==> src/rtl/gol_pkg.sv <==
// Shared Game of Life definitions: grid geometry, cell indexing and scan states.
// Used by both the datapath and the display-side scan driver.
package gol_pkg;

    localparam int GRID_ROWS  = 7;
    localparam int GRID_COLS  = 7;
    localparam int GRID_CELLS = GRID_ROWS * GRID_COLS;

    // SCAN drives the selected row; BLANK holds the matrix dark between rows.
    typedef enum logic {
        SCAN  = 1'b0,
        BLANK = 1'b1
    } scan_state_t;

    // Flat bit position of cell (r,c); row 0 occupies the low bits.
    function automatic int idx(input int r, input int c);
        return r * GRID_COLS + c;
    endfunction

endpackage

==> src/rtl/gol_row_timer.sv <==
// Row-slot timer for the matrix scan: div_cnt paces each slot, row_idx
// walks rows 0..6. Everything advances on the falling edge of clka.
// With SCAN_DEADTIME_EN defined, in_dead flags the first DEAD clocks of a slot.
module gol_row_timer
    import gol_pkg::*;
#(
    parameter int DIV  = 1000,
    parameter int DEAD = 8
) (
    input  logic       clka,
    input  logic       rst,
    output logic [2:0] row_idx,
    output logic       row_wrap,
    output logic       frame_wrap,
    output logic       in_dead
);

    localparam int CW = $clog2(DIV);

    logic [CW-1:0] div_cnt;

    assign row_wrap   = (div_cnt == CW'(DIV - 1));
    assign frame_wrap = row_wrap && (row_idx == 3'(GRID_ROWS - 1));

`ifdef SCAN_DEADTIME_EN
    assign in_dead = (div_cnt < CW'(DEAD));
`else
    // Dead time is compiled out; DEAD has no effect in this build.
    assign in_dead = 1'b0 && (DEAD > 0);
`endif

    // Slot counter wraps at DIV-1 and steps the row index, 6 wrapping to 0.
    always_ff @(negedge clka or posedge rst) begin
        if (rst) begin
            div_cnt <= '0;
            row_idx <= '0;
        end else if (row_wrap) begin
            div_cnt <= '0;
            row_idx <= (row_idx == 3'(GRID_ROWS - 1)) ? 3'd0 : row_idx + 3'd1;
        end else begin
            div_cnt <= div_cnt + 1'b1;
        end
    end

endmodule

==> src/rtl/gol_scan_driver.sv <==
// Display-side consumer of the 7x7 Game of Life grid. Accepts snapshots over
// valid/ready into a pending buffer and swaps them into the display buffer
// only at frame boundaries, so a displayed frame never mixes two generations.
// Optional feature macro: SCAN_DEADTIME_EN (blank the first DEAD clocks of
// every row slot for anti-ghosting).
module gol_scan_driver
    import gol_pkg::*;
#(
    parameter int DIV  = 1000,
    parameter int DEAD = 8
) (
    input  logic                  clka,
    input  logic                  rst,
    input  logic [GRID_CELLS-1:0] grid,
    input  logic                  grid_valid,
    output logic                  grid_ready,
    output logic [GRID_ROWS-1:0]  row_n,
    output logic [GRID_COLS-1:0]  col,
    output logic                  frame_done
);

    logic [GRID_CELLS-1:0] pending;
    logic [GRID_CELLS-1:0] display;
    logic                  pending_full;

    logic [2:0]            row_idx;
    logic                  row_wrap;
    logic                  frame_wrap;
    logic                  in_dead;
    logic                  blank;

    logic [GRID_ROWS-1:0]  row_n_d;
    logic [GRID_COLS-1:0]  col_d;

    gol_row_timer #(
        .DIV  (DIV),
        .DEAD (DEAD)
    ) u_row_timer (
        .clka       (clka),
        .rst        (rst),
        .row_idx    (row_idx),
        .row_wrap   (row_wrap),
        .frame_wrap (frame_wrap),
        .in_dead    (in_dead)
    );

    assign grid_ready = ~pending_full;
    assign frame_done = frame_wrap;

    // Pending/display double buffer: load on handshake, promote at frame end.
    always_ff @(negedge clka or posedge rst) begin
        if (rst) begin
            pending      <= '0;
            display      <= '0;
            pending_full <= 1'b0;
        end else if (frame_wrap && pending_full) begin
            display      <= pending;
            pending_full <= 1'b0;
        end else if (grid_valid && !pending_full) begin
            pending      <= grid;
            pending_full <= 1'b1;
        end
    end

`ifdef SCAN_DEADTIME_EN
    scan_state_t state;
    scan_state_t next_state;

    // State mirrors what the output registers show: BLANK while the slot's
    // dead window is being presented, SCAN while a row is driven.
    always_ff @(negedge clka or posedge rst) begin
        if (rst) begin
            state <= SCAN;
        end else begin
            state <= next_state;
        end
    end

    // Enter BLANK at the start of each slot, return to SCAN once DEAD clocks pass.
    always_comb begin
        next_state = state;
        case (state)
            SCAN:    if (in_dead)  next_state = BLANK;
            BLANK:   if (!in_dead) next_state = SCAN;
            default: next_state = SCAN;
        endcase
    end

    assign blank = (next_state == BLANK);
`else
    assign blank = in_dead;
`endif

    // Row select and column data for the current row, dark while blanking.
    always_comb begin
        row_n_d = '1;
        col_d   = '0;
        if (!blank) begin
            row_n_d = ~(7'b1 << row_idx);
            col_d   = display[idx(int'(row_idx), 0) +: GRID_COLS];
        end
    end

    // Matrix pins are registered, one clock behind the row timer.
    always_ff @(negedge clka or posedge rst) begin
        if (rst) begin
            row_n <= '1;
            col   <= '0;
        end else begin
            row_n <= row_n_d;
            col   <= col_d;
        end
    end

endmodule
==> config.mk <==
export PLATFORM = sky130hd
export DESIGN_NAME = gol_scan_driver
export DESIGN_NICKNAME = d
export VERILOG_FILES = /design/src/rtl/gol_pkg.sv /design/src/rtl/gol_row_timer.sv /design/src/rtl/gol_scan_driver.sv
export SDC_FILE = /design/constraint.sdc
export NUM_CORES = 1
export LEC_CHECK = 0
export CELL_PAD_IN_SITES_DETAIL_PLACEMENT = 1
export CELL_PAD_IN_SITES_GLOBAL_PLACEMENT = 1
export CORE_UTILIZATION = 49
export CTS_CLUSTER_SIZE = 10
export DETAILED_ROUTE_END_ITERATION = 6
export GPL_ROUTABILITY_DRIVEN = 0
export PLACE_DENSITY = 0.85
export SYNTH_ARGS = -nofsm -noshare
export SYNTH_HDL_FRONTEND = slang
export SYNTH_HIERARCHICAL = 1
export SYNTH_SLANG_ARGS = --single-unit
==> constraint.sdc <==
create_clock -name clka -period 7.9 [get_ports clka]
set_input_delay 1.58 -clock clka [delete_from_list [all_inputs] [get_ports clka]]
set_output_delay 1.58 -clock clka [all_outputs]
set_load 0.005 [all_outputs]
==> results of run 1 <==
[logic make-up after synthesis]
family	synth area share [%]
and+or+nand+nor	5.79
buffers and inverters	2.90
AOI/OAI and AO/OA	3.17
DFF	60.7
other	0.0719
muxes	26.3
adders and majority gates	0.240
xor gates and xnor gates	0.840
[registers in the layout, indices dropped and copies added, names as in the netlist]
register and cells:
col 7, display 49, pending 49, pending_full 1
row_n 7, u_row_timer/div_cnt 10, u_row_timer/row_idx 3
[critical path, stage by stage (launching register included)]
cell	delay, ns
dfrtn_1	0.42
ha_2	0.22
nand2_1	0.13
nor4_4	0.25
and4b_2	0.28
clkdlybuf4s50_1	0.51
[layout by cell type, fill, tap and decap left out, types with 2 or more instances in the layout]
cell type        instances
nand2_1                 11
or2_2                    2
buf_4                    7
o21bai_1                 2
mux2i_1                  7
a2bb2oi_1                4
a21oi_1                  3
clkdlybuf4s50_1         67
a211oi_1                 4
nand2_2                  2
mux2_1                   3
mux2_2                  96
clkbuf_16               16
dfstp_2                  7
inv_1                   10
mux4_2                   3
nor2b_1                  6
xor2_1                   4
mux4_1                   4
nor2_1                  14
nand3_1                  5
clkinv_4                 6
dfrtn_1                119
nor3_1                   3
buf_12                   2
clkinvlp_4               6
bufinv_16                3
[metal layers]
metal | global-route usage, % | wire (µm) | vias up
li1 | - | - | 1395
met1 | 29.1 | 4930 | 1605
met2 | 42.2 | 6290 | 73
met3 | 5.61 | 330 | 12
met4 | 8.85 | 193 | 0
met5 | 0 | 0 | -
[power groups by stage]
stage                     clock network [mW]  registers (mW)  logic, mW
after floorplan                      0.00626           0.678     0.0222
after global placement               0.00626           0.680     0.0531
after detailed placement             0.00626           0.682     0.0548
after CTS                              0.811           0.672     0.0558
after global routing                   0.840           0.673     0.0604
final                                  0.799           0.672     0.0546
[how the worst min path moves through the flow]
| stage | from | to | slack (ns) | cells past startpoint |
|---|---|---|---|---|
| 2_1_floorplan | u_row_timer/div_cnt[0] | u_row_timer/div_cnt[0] | 0.40 | 1 |
| 3_3_place_gp | u_row_timer/div_cnt[0] | u_row_timer/div_cnt[0] | 0.42 | 1 |
| 3_5_place_dp | u_row_timer/div_cnt[4] | u_row_timer/div_cnt[4] | 0.44 | 1 |
| 4_1_cts | u_row_timer/div_cnt[4] | u_row_timer/div_cnt[4] | 0.44 | 1 |
| 5_1_grt | pending[31] | display[31] | 0.47 | 1 |
| 6_report | pending[45] | pending[45] | 0.44 | 1 |
[per-stage QoR]
stage / util (%) / power (mW) / cell area, µm²
2_1_floorplan: - / 0.707 / 5220
3_3_place_gp: 58.2 / 0.740 / 6000
3_5_place_dp: 58.2 / 0.743 / 6000
4_1_cts: 64.5 / 1.54 / 6660
5_1_grt: 64.5 / 1.57 / 6660
6_report: 64.5 / 1.53 / 6660
[layout make-up]
| class | count | area, µm² | area share (%) |
|---|---|---|---|
| flip-flops and latches | 126 | 3160 | 47.5 |
| multi-input cells | 195 | 1910 | 28.7 |
| clock buffers | 17 | 414 | 6.22 |
| well taps | 136 | 170 | 2.56 |
| repair buffers | 76 | 763 | 11.5 |
| inverters | 4 | 18.8 | 0.282 |
| clock inverters | 22 | 215 | 3.23 |
[what timing repair did]
| item | CTS | global route |
|---|---|---|
| setup endpoints to repair | 1 | 0 |
| resized for setup | 2 | 0 |
| endpoints found under the hold margin | 0 | 0 |
| setup buffers | 3 | 0 |
==> results.md, run 1 <==
- Worst Path Arrival: just over 6 ns
- Die area: roughly 11000 µm²
- Post-synth EDFFs: 0
- Register share of total power: a little over two fifths
- Initial antenna violation count: 0
- Hold/Removal Path Class: flop to flop
- Ratio of cells with drive above 1 in the final layout: 36.4%
- Int Power: between 1 and 1.5 mW
- Switch Pwr: about 340 µW
- Final Worst Setup Slack: 0.103 ns
- Starting DRT DRC Count: about 120
- Count leader, synth: dfrtn_1
- Initial core utilization: 50.5%
- Vias post-DR: 3085
- Syn Nets: 400
- Worst hold slack: around 0.44 ns
- CTS H-tree lvls: 4
- Fillcell total: 930
- R2r setup slk: just over 5 ns
- Worst reg2reg endpoint: display[12]
- Die Height: 105 µm
- Setup TNS: 0 ns
- Synth area leaders: dfrtn_1, mux2_2, dfstp_2
- Residual DRC: 0
- Reg2Reg Depth: 7
- First-pass GRT wire length: ~20000 µm
- HPWL after DPL: 7180 µm
- Final setup vio count: 0
- Num CTS Buffers: 17
- Leakage: slightly above 3 nW
- Clk pwr share: a little over half
- Placed Cells: about 540
- Yosys top cell by area: dfrtn_1
- Synth warn: 6
- Largest net degree at the start of global routing: around 110
- Reg2reg start: u_row_timer/div_cnt[1]
- DR pass1 iterations: 4
- Congestion Overflow GR: 0
- Pre-CTS setup slack: between 0.3 and 0.4 ns
- Worst Max-Slew Pin Slew: 1.18 ns
- CP startpoint: u_row_timer/div_cnt[1]
- Clock buffer depth: 2
- Vias/cell: roughly 5.4
- Crit path max fanout: 4
- MaxCap Viol Count: 0
- Port bufs: 67
- Area Growth Syn to Fin: 27.7%
- Outcome: finished, final reports clean
- Root Driver: clkbuf_8
- CP required: between 6 and 7 ns
- Diode count: 0
- Post-synth ARST share: between 90% and 100%
- Total GRT Usage: about a quarter
- Avg Inst Size Synth: ~15 µm²
- Avg WL per Cell: 20.4 µm
- Antenna viol nets, final: 0
- Top cells by count, synth: dfrtn_1, mux2_2, nor2_1, buf_2, nand2_1
- Placement Rows: 37
- VDD IR max: around 0.00016 V
- Critical Path End: frame_done
- CP endpoint kind: primary output
- Die X: between 100 and 150 µm
- Synth Instances: between 300 and 400
- Core box area: roughly 10000 µm²
- Clk_lat worst skew: around 0.5 ns
- Yosys reg bits: 126
- Slew headroom: between 20% and 30%
- Sw Ratio: about 22%
- Post-Syn Area: 5210 µm²
- Final hold vios: 0
- Synth cell types: 47
- Synth top area share: about 57%
- Setup crit start kind: flop
- Vias in the first global route: approximately 3600
- Predominant post-synthesis flop cell: dfrtn_1
- Sequential fraction of the synthesis area: 60.7%
- Final std cells w/o fill: approximately 580
- Cell Pwr Density: ~230 nW/µm²
- Clock skew: between 0.06 and 0.07 ns
- Worst-path clk slew: roughly 0.040 ns
- Setup CP Type: flop to primary output
- DRT Wirelength: 11700 µm
- Unrepaired setup endpoints after global routing: no
- Final #Nets: between 400 and 500
- Final Max Slew Viols: 0
- I/O pin cnt: 68
- CTS Sinks: around 130
- Comb power frac: approximately 3.6%
- CTS tree: yes
- Hold-fix buffer count after cts: 0
No activity file was read; power rests on OpenSTA's default activity.
==> inputs of run 2 (changes only) <==
--- a/config.mk
+++ b/config.mk
@@ -8,6 +8,7 @@
 export CELL_PAD_IN_SITES_DETAIL_PLACEMENT = 1
 export CELL_PAD_IN_SITES_GLOBAL_PLACEMENT = 1
 export CORE_UTILIZATION = 49
+export CTS_CLUSTER_DIAMETER = 80
 export CTS_CLUSTER_SIZE = 10
 export DETAILED_ROUTE_END_ITERATION = 6
 export GPL_ROUTABILITY_DRIVEN = 0
==> results of run 2 <==
Final layout, timing and power as in run 1 (identical DEF).
==> inputs of run 3 (changes only) <==
--- a/config.mk
+++ b/config.mk
@@ -7,12 +7,13 @@
 export LEC_CHECK = 0
 export CELL_PAD_IN_SITES_DETAIL_PLACEMENT = 1
 export CELL_PAD_IN_SITES_GLOBAL_PLACEMENT = 1
-export CORE_UTILIZATION = 49
+export CORE_UTILIZATION = 51
+export CTS_BUF_LIST = sky130_fd_sc_hd__clkbuf_8
 export CTS_CLUSTER_DIAMETER = 80
 export CTS_CLUSTER_SIZE = 10
 export DETAILED_ROUTE_END_ITERATION = 6
 export GPL_ROUTABILITY_DRIVEN = 0
-export PLACE_DENSITY = 0.85
+export PLACE_DENSITY = 0.88
 export SYNTH_ARGS = -nofsm -noshare
 export SYNTH_HDL_FRONTEND = slang
 export SYNTH_HIERARCHICAL = 1
==> run 3 against run 2 <==
Net effect:
- register-to-register slack worse by 0.09 ns
- final cell count is 0.35% lower
- sequential share of layout area grew 1.3 points
- via count up 1.2%
- combinational power rose by 2%
- largest power group is now sequential cells
==> results.md, run 3 (synthesis results as in run 1) <==
- Outcome: finished, final reports clean
- Most frequent cells in the layout: dfrtn_1, mux2_2, clkdlybuf4s50_1
- Clock skew: 0.0618 ns
- Most common cell after layout, fill and taps aside: dfrtn_1
- Antenna viol nets, final: 0
- Placed Cells: roughly 530
- Multi-input logic area: around 1900 µm²
- Initial antenna violation count: 0
- Final setup vio count: 0
- CTS tree: yes
- Dpl cell area: between 6000 and 7000 µm²
- First-pass GRT wire length: about 18000 µm
- Initial core utilization: 53.1%
- Worst path cell trace: ha_4, nand2_1, nor4_4, and4b_2, clkdlybuf4s50_1
- Storage cell area: about 3200 µm²
- Worst Path Arrival: between 6 and 7 ns
- Fin area: roughly 6500 µm²
- DR pass1 iterations: 4
- VDD IR max: ~0.00015 V
- Setup crit start kind: flop
- Die X: ~100 µm
- Worst-path clk slew: 0.05 ns
- R2r setup slk: 4.98 ns
- Reg2reg start: u_row_timer/div_cnt[1]
- CP required: between 6 and 7 ns
- Final hold vios: 0
- Total Power: roughly 1.3 mW
- Largest net degree at the start of global routing: 51
- Worst Path Buf+Inv: 1
- Clock buffer depth: 2
- Clk_lat worst skew: roughly 0.44 ns
- Slew headroom: about a fifth
- Final #Nets: 481
- Die Height: around 100 µm
- Ratio of cells with drive above 1 in the final layout: a little over a third
- Congestion Overflow GR: 0
- Cell Pwr Density: between 200 and 250 nW/µm²
- Area Growth Syn to Fin: 24.3%
- Die area: approximately 11000 µm²
- Placement Rows: 36
- Starting DRT DRC Count: roughly 160
- Unrepaired setup endpoints after global routing: no
- HPWL after DPL: roughly 7700 µm
- Largest regs: display x49, pending x49, u_row_timer/div_cnt x10
- Diode count: 0
- WHS Endpoint: pending[11]
- CTS H-tree lvls: 4
- Final Max Slew Viols: 0
- Hold/Removal Path Class: flop to flop
- Num CTS Buffers: 17
- Worst reg2reg endpoint: display[10]
- Vias post-DR: ~3100
- Largest stage delay, worst path: about 0.52 ns
- Worst Hold Path Cells: 1
- I/O pin cnt: 68
- CTS Sinks: 126
- Vias in the first global route: 3513
- Root Driver: clkbuf_8
- Worst Max-Slew Pin Slew: 1.21 ns
- MaxCap Viol Count: 0
- Worst Min Path Start: pending[11]
- Setup CP Type: flop to primary output
- Reg2Reg Depth: 7
- Residual DRC: 0
- Leakage: 3.03 nW
- Hold-fix buffer count after cts: 0
- Total GRT Usage: approximately a quarter
- Core box area: 9820 µm²
- Vias/cell: between 5 and 6
- CP endpoint kind: primary output
- Avg WL per Cell: around 20 µm
- Crit path max fanout: 5
- DRT Wirelength: ~12000 µm
- Final std cells w/o fill: roughly 570
- Fillcell total: between 900 and 1000
- Crit-path leading delay family: simple AND/OR/NAND/NOR gates
- Setup TNS: 0 ns
- Slowest-stage cell, CP: dfrtn_1
- Port bufs: 67
==> run 3: cell types whose count changed in the layout (fill, tap and decap cells not counted), moves of 2 or more <==
cell	previous run	this run
clkinv_2	0	4
clkbuf_8	1	17
clkbuf_16	16	0
inv_1	10	13
clkinv_4	6	0
clkinvlp_4	6	4
==> run 3: how the worst max path moves through the flow <==
| stage | startpoint | to | slack (ns) | depth (start not counted) |
|---|---|---|---|---|
| floorplan | u_row_timer/div_cnt[0] | frame_done | 0.94 | 5 |
| global placement | u_row_timer/div_cnt[0] | frame_done | 0.47 | 5 |
| detailed placement | u_row_timer/div_cnt[0] | frame_done | 0.33 | 5 |
| CTS | u_row_timer/div_cnt[1] | frame_done | 0.03 | 5 |
| global route | u_row_timer/div_cnt[1] | frame_done | 0.002 | 5 |
| finish | u_row_timer/div_cnt[1] | frame_done | 0.07 | 5 |
==> run 3: metrics by stage <==
stage / utilization [%] / setup slack, ns / hold slack [ns]
6_report: 66.0 / 0.0741 / 0.447
5_1_grt: 66.0 / 0.00156 / 0.471
4_1_cts: 65.9 / 0.0273 / 0.453
3_5_place_dp: 61.3 / 0.326 / 0.450
3_3_place_gp: 61.3 / 0.467 / 0.422
2_1_floorplan: - / 0.936 / 0.401
==> run 3: worst reg2reg max path, stage by stage, from the launching register on <==
cell	delay, ns
dfrtn_1	0.52
ha_4	0.19
nand2_1	0.11
nor4_4	0.28
and4b_2	0.30
buf_4	0.13
nand2_2	0.66
mux2_2	0.58
==> run 3: routing by layer <==
layer  vias to the layer above  part of all wire, %  global-route usage [%]
met4                         0                  1.8                    10.3
met1                      1632                   40                    28.3
li1                       1393                    -                       -
met5                         -                    0                       0
met2                        80                   55                    43.7
met3                        18                  3.8                    6.10
==> run 3: final cells by class <==
class                   count  area share, %
clock inverters            22           3.15
flip-flops and latches    126           48.8
multi-input cells         195           29.7
well taps                 133           2.57
repair buffers             77           11.9
inverters                   4          0.290
clock buffers              17           3.61
==> run 3: power breakdown <==
group          switching [mW]  leakage, nW  total (mW)  internal (mW)
clock network           0.255        0.250       0.596          0.341
registers             0.00734         1.66       0.670          0.663
logic                  0.0223         1.12      0.0559         0.0336
total                   0.285         3.03        1.32           1.04
==> run 3: repair_timing <==
action,in CTS,in global routing
setup endpoints to repair,1,1
buffers inserted,2,0
hold endpoints to repair,0,0
pin swaps,1,0
gates resized for setup,2,1
